==> config.mk <==
export PLATFORM = sky130hd
export DESIGN_NAME = pipeline_hazard_ctrl
export DESIGN_NICKNAME = d
export VERILOG_FILES = /design/src/rtl/pipe_pkg.sv /design/src/rtl/pipeline_hazard_sat_counter.sv /design/src/rtl/pipeline_hazard_ctrl.sv
export SDC_FILE = /design/constraint.sdc
export NUM_CORES = 1
export LEC_CHECK = 0
export BUFFER_PORTS_ARGS = -buffer_cell sky130_fd_sc_hd__buf_4
export CAP_MARGIN = 0
export CORE_AREA = 2 2 121 123
export CTS_BUF_LIST = sky130_fd_sc_hd__clkbuf_16
export DETAILED_ROUTE_END_ITERATION = 10
export DIE_AREA = 0 0 123 125
export PLACE_DENSITY = 0.54
export SYNTH_ARGS = -nofsm -noshare
export SYNTH_HDL_FRONTEND = slang
export SYNTH_SLANG_ARGS = --single-unit
==> constraint.sdc <==
create_clock -name clk -period 1.92 [get_ports clk]
set_input_delay 0.288 -clock clk [delete_from_list [all_inputs] [get_ports clk]]
set_output_delay 0.288 -clock clk [all_outputs]
set_load 0.01 [all_outputs]
==> src/rtl/pipe_pkg.sv <==
// Shared definitions for the pipeline hazard controller.
// Provides the operand-forwarding select encodings, the controller FSM state
// encodings, the register-index width and a helper that computes one forward select.
package pipe_pkg;

  localparam int REG_W = 5;

  localparam logic [1:0] FWD_RF  = 2'd0;
  localparam logic [1:0] FWD_EX  = 2'd1;
  localparam logic [1:0] FWD_MEM = 2'd2;
  localparam logic [1:0] FWD_WB  = 2'd3;

  typedef logic [1:0] state_t;
  localparam state_t ST_RUN     = 2'd0;
  localparam state_t ST_WAIT    = 2'd1;
  localparam state_t ST_ERR_REL = 2'd2;

  // Youngest producer wins. A load in EX has no data yet, so it is skipped here.
  // The load-use stall covers that case.
  function automatic logic [1:0] fwd_sel(
    input logic             use_src,
    input logic [REG_W-1:0] src,
    input logic             regwr_ex,
    input logic             memrd_ex,
    input logic [REG_W-1:0] rd_ex,
    input logic             regwr_mem,
    input logic [REG_W-1:0] rd_mem,
    input logic             regwr_wb,
    input logic [REG_W-1:0] rd_wb
  );
    logic [1:0] sel;
    sel = FWD_RF;
    if (use_src && (src != '0)) begin
      if (regwr_ex && !memrd_ex && (rd_ex == src))  sel = FWD_EX;
      else if (regwr_mem && (rd_mem == src))        sel = FWD_MEM;
      else if (regwr_wb && (rd_wb == src))          sel = FWD_WB;
    end
    return sel;
  endfunction

endpackage

==> src/rtl/pipeline_hazard_sat_counter.sv <==
// Saturating up-counter used for the hazard event statistics.
// Ports: clk, rst (sync, active-high), inc_i (count enable), cnt_o (count value).
// The count holds at all-ones and does not wrap.
module sat_counter #(
  parameter int CNT_W = 16
) (
  input  logic             clk,
  input  logic             rst,
  input  logic             inc_i,
  output logic [CNT_W-1:0] cnt_o
);

  logic [CNT_W-1:0] cnt_q;

  always_ff @(posedge clk) begin
    if (rst)                          cnt_q <= '0;
    else if (inc_i && (cnt_q != '1))  cnt_q <= cnt_q + 1'b1;
  end

  assign cnt_o = cnt_q;

endmodule

==> src/rtl/pipeline_hazard_ctrl.sv <==
// Central hazard controller for the 5-stage pipeline.
// Inputs:  ID register-use fields (rs_id/rt_id/use_*), take_id, the EX/MEM/WB
//          destination/control fields, and mem_ready from the data memory.
// Outputs: PC/IF-ID/ID-EX controls (pc_en, disable_IR, kill, stall, freeze),
//          ID forwarding selects fwdA/fwdB, sticky mem_err, and event counters.
//
//  state   | meaning
//  RUN     | normal flow; a memory wait moves to WAIT
//  WAIT    | MEM access outstanding, watchdog counting
//  ERR_REL | watchdog expired; access forced complete for one cycle
module pipeline_hazard_ctrl
  import pipe_pkg::*;
#(
  parameter int CNT_W       = 16,
  parameter int MEM_TIMEOUT = 64
) (
  input  logic             clk,
  input  logic             rst,
  input  logic [REG_W-1:0] rs_id,
  input  logic [REG_W-1:0] rt_id,
  input  logic             use_rs_id,
  input  logic             use_rt_id,
  input  logic             take_id,
  input  logic             RegWr_EX,
  input  logic             MemRd_EX,
  input  logic [REG_W-1:0] Rd_EX,
  input  logic             RegWr_MEM,
  input  logic             MemRd_MEM,
  input  logic             MemWr_MEM,
  input  logic [REG_W-1:0] Rd_MEM,
  input  logic             RegWr_WB,
  input  logic [REG_W-1:0] Rd_WB,
  input  logic             mem_ready,
  output logic             pc_en,
  output logic             disable_IR,
  output logic             kill,
  output logic             stall,
  output logic             freeze,
  output logic [1:0]       fwdA,
  output logic [1:0]       fwdB,
  output logic             mem_err,
  output logic [CNT_W-1:0] stall_cnt,
  output logic [CNT_W-1:0] kill_cnt,
  output logic [CNT_W-1:0] wait_cnt
);

  localparam int WD_W = $clog2(MEM_TIMEOUT + 1);
  localparam logic [WD_W-1:0] WD_LAST = WD_W'(MEM_TIMEOUT - 1);
  localparam logic [WD_W-1:0] WD_ONE  = WD_W'(1);

  state_t          state_q, state_d;
  logic [WD_W-1:0] wd_q, wd_d;
  logic            err_q, err_d;
  logic            lu, mw;

  assign fwdA = fwd_sel(use_rs_id, rs_id, RegWr_EX, MemRd_EX, Rd_EX,
                        RegWr_MEM, Rd_MEM, RegWr_WB, Rd_WB);
  assign fwdB = fwd_sel(use_rt_id, rt_id, RegWr_EX, MemRd_EX, Rd_EX,
                        RegWr_MEM, Rd_MEM, RegWr_WB, Rd_WB);

  assign lu = MemRd_EX && RegWr_EX && (Rd_EX != '0) &&
              ((use_rs_id && (Rd_EX == rs_id)) || (use_rt_id && (Rd_EX == rt_id)));

  // In ERR_REL the stuck access is treated as done, so it cannot freeze again.
  assign mw = (MemRd_MEM || MemWr_MEM) && !mem_ready && (state_q != ST_ERR_REL);

  // A branch under a stall is not squashed yet. The ID instruction is held,
  // so take_id is still present when the stall releases and kills then.
  always_comb begin
    pc_en      = 1'b1;
    disable_IR = 1'b0;
    kill       = 1'b0;
    stall      = 1'b0;
    freeze     = 1'b0;
    if (mw) begin
      freeze     = 1'b1;
      pc_en      = 1'b0;
      disable_IR = 1'b1;
    end else if (lu) begin
      pc_en      = 1'b0;
      disable_IR = 1'b1;
      stall      = 1'b1;
    end else if (take_id) begin
      kill = 1'b1;
    end
  end

  always_comb begin
    state_d = state_q;
    wd_d    = wd_q;
    err_d   = err_q;
    case (state_q)
      ST_RUN: begin
        if (mw) begin
          state_d = ST_WAIT;
          wd_d    = WD_ONE;
        end
      end
      ST_WAIT: begin
        if (!mw) begin
          state_d = ST_RUN;
          wd_d    = '0;
        end else if (wd_q == WD_LAST) begin
          state_d = ST_ERR_REL;
          err_d   = 1'b1;
        end else begin
          wd_d = wd_q + 1'b1;
        end
      end
      ST_ERR_REL: begin
        state_d = ST_RUN;
        wd_d    = '0;
      end
      default: begin
        state_d = ST_RUN;
        wd_d    = '0;
      end
    endcase
  end

  always_ff @(posedge clk) begin
    if (rst) begin
      state_q <= ST_RUN;
      wd_q    <= '0;
      err_q   <= 1'b0;
    end else begin
      state_q <= state_d;
      wd_q    <= wd_d;
      err_q   <= err_d;
    end
  end

  assign mem_err = err_q;

  sat_counter #(.CNT_W(CNT_W)) u_stall_cnt (
    .clk(clk), .rst(rst), .inc_i(stall), .cnt_o(stall_cnt)
  );

  sat_counter #(.CNT_W(CNT_W)) u_kill_cnt (
    .clk(clk), .rst(rst), .inc_i(kill), .cnt_o(kill_cnt)
  );

  sat_counter #(.CNT_W(CNT_W)) u_wait_cnt (
    .clk(clk), .rst(rst), .inc_i(freeze), .cnt_o(wait_cnt)
  );

endmodule

==> reports/qor.yml <==
final_layout:
  diodes: 0
  fin_nets: 648
  syn2layout_area_growth_pct: 64.77
  final_cells: 796
  drive_gt1_share_pct: 44.12
  final_core_util_pct: 39.71
outcome:
  violations: "negative setup slack"
  status: "complete, but fails checks"
floorplanning:
  dieArea_um2: 15380
  die_h_um: 125
  start_util_pct: 24.10
  fp.dieW_um: 123
  fp-row-count: 44
  coreArea_um2: 14200
  ios: 95
drt:
  drt_drc_violations_left: 0
  wl_um: 11650
  ant_nets: 0
  drt_iter0_markers: 179
  num_vias: 3855
  wl_per_cell_um: 14.63
  first_pass_iters: 4
  via_per_inst: 4.843
setup_path:
  cp.arrival_ns: 1.69
  rr_worst_depth: 7
  cp_max_fo: 5
  path_class: "in2out"
  reg2reg_from: "state_q[0]"
  critPathLaunch: "rt_id[0]"
  reg2reg_to: "u_stall_cnt.cnt_o[10]"
  cp-end-kind: "output pin"
  rrSetupSlack_ns: -0.04
  crit_required_ns: 1.63
  start_kind: "input port"
cts:
  cts_root_buffer: "clkbuf_16"
  cts_tree: "done"
  cts_htree_levels: 3
  cts-hold-fix-buffers: 0
  clock_tree.buffer_depth: 2
  cts_sinks: 58
  insertion_delay_ns: 0.33
  cts_buffers: 9
  clk_pin_slew_worst_paths_ns: 0.05
synthesis:
  synth-edff-count: 0
  yosys-top-cells-area: "dfxtp_1, xor2_1, nor2_1, nand4_1, a21oi_1"
  syn_area_per_cell_um2: 8.151
  synth_cells: 420
  yosysSeqAreaShare_pct: 33.92
  yosysWarnings: 0
  yosysTopAreaCell: "dfxtp_1"
  synthesis.area_um2: 3423
  synthDistinctLibCells: 53
  synth-seq-cells: 58
  syn-num-nets: 461
  async_flop_share_pct: 0
  synth_top_area_share_pct: 33.92
  ys.flop_type: "dfxtp_1"
sta:
  setup_slack_ns: -0.05785
  slew_viol_final: 0
  worst_pin_slew_ns: 0.5056
  clock.fmax_mhz: 505.6
  rsz0062_at_grt: "yes"
  hold_viol: 0
  tns_ns: -0.2419
  finalCritPeriodShare_pct: 103.0
  maxSlewHeadroom_pct: 66.30
  layout_min_cycle_time_ns: 1.978
  finClkSkew_ns: 0.006180
  setup_viol: 8
min_path:
  min_to: "u_kill_cnt.cnt_o[9]"
  hp-class: "in2reg"
  hp-start: "take_id"
  hold_depth: 4
grt:
  overflow: 0
  grt_pass1_wl_um: 18730
  use_met1_pct: 18.29
  use_met2_pct: 26.03
  grt-busiest-layer: "met2"
  grt_max_degree: 45
  grt_use_met3_pct: 3.285
  track_usage_pct: 15.16
  first_global_vias: 3834
  antenna_found_initial: 0
pwr:
  clkPwrFrac_pct: 47.8
  powerDensity_nw_per_um2: 559.4
  power.total_mw: 3.155
  power.internal_mw: 2.398
  combPwrFrac_pct: 13.2
  p_seq_share_pct: 39.0
  p_leak_nw: 2.329
  p_sw_uw: 757.9
  swShare_pct: 24.02
  vdd.ir_drop.worst_v: 0.0003655
flow_run:
  maxCapViolCount: 0
place:
  gp_congestion: 0.8851
  post-place-ws_ns: -0.3790
  port_buffers: 94
  hpwl_um: 8455
  dp.cells: 769
## critical path, stage by stage
cell     delay (ns)
buf_4          0.12
xor2_1         0.16
nor3_1         0.29
nand3_2        0.18
a21oi_4        0.30
buf_4          0.16
nor3_2         0.04
buf_4          0.15
## through the flow
stage                     hold slack [ns]  area, um2
after detailed placement           0.4524       4974
after global routing               0.4006       5640
final                              0.3512       5640
after floorplan                    0.4408       3480
after CTS                          0.3319       5450
after global placement             0.4488       4974
## timing repair
item,CTS,global route
pin swaps,10,20
gates cloned,1,0
setup endpoints to repair,15,38
gates resized for setup,28,46
setup buffers,8,5
## cell families after synthesis
kind of cell | share of synthesized area (%)
AOI/OAI and AO/OA | 13.16
xor gates and xnor gates | 12.54
adders and majority gates | 1.462
buffers and inverters | 2.595
DFF | 33.92
muxes | 3.180
and+or+nand+nor | 33.15
## cell usage in the layout, fill, tap and decap left out, types with 6 or more instances in the layout
cell,count
clkbuf_16,9
o21ai_0,13
xor2_1,33
buf_6,13
buf_4,176
nand4_1,20
or4_1,8
nand3_1,16
nor2_1,44
a21oi_1,17
xnor2_1,12
nor2b_1,9
nor3_1,15
dfxtp_1,54
o31ai_1,6
inv_1,8
or3_1,11
and3_1,6
nand2_1,24
## synth_stat cells, types with 7 or more instances
cell,instances
dfxtp_1,58
nor2_1,47
xor2_1,37
nand2_1,25
a21oi_1,22
nand4_1,20
nand3_1,19
nor3_1,19
o21ai_0,16
or3_1,12
or4_1,12
xnor2_1,12
clkbuf_1,11
nor2b_1,11
and3_1,8
and2_1,7
## cell type report
| cell class | instances | area [um2] |
|---|---|---|
| clock inverters | 7 | 53.80 |
| fillers | 1467 | 8563 |
| inverters | 7 | 31.28 |
| clock buffers | 9 | 225.2 |
| flip-flops and latches | 58 | 1166 |
| well taps | 184 | 230.2 |
| multi-input cells | 342 | 2466 |
| repair buffers | 189 | 1468 |
## power by group through the flow
stage	sequential (mW)	combinational [mW]	clock (mW)
global route	1.23	0.449	1.61
finish	1.23	0.418	1.51
CTS	1.23	0.391	1.56
detailed placement	1.25	0.359	0
floorplan	1.26	0.150	0
global placement	1.25	0.352	0
## how the worst max path moves through the flow
stage,depth (start not counted),end,slack [ns]
finish,8,kill,-0.06
global route,7,u_stall_cnt.cnt_o[10],-0.11
CTS,7,u_stall_cnt.cnt_o[10],-0.04
detailed placement,7,u_kill_cnt.cnt_o[4],-0.38
global placement,8,pc_en,-0.35
floorplan,8,u_stall_cnt.cnt_o[10],-0.09
## routing by layer
layer / up-vias / part of all wire (%)
met2: 97 / 50
met5: - / 0
li1: 1914 / -
met3: 24 / 4.5
met1: 1820 / 43
met4: 0 / 2.6
## flip-flops by register name (all words and copies together), names as in the netlist
signal,cells
u_kill_cnt.cnt_o,16
u_stall_cnt.cnt_o,16
u_wait_cnt.cnt_o,16
wd_q,7
state_q,2
mem_err,1
Power figures use the tool's default switching activity.
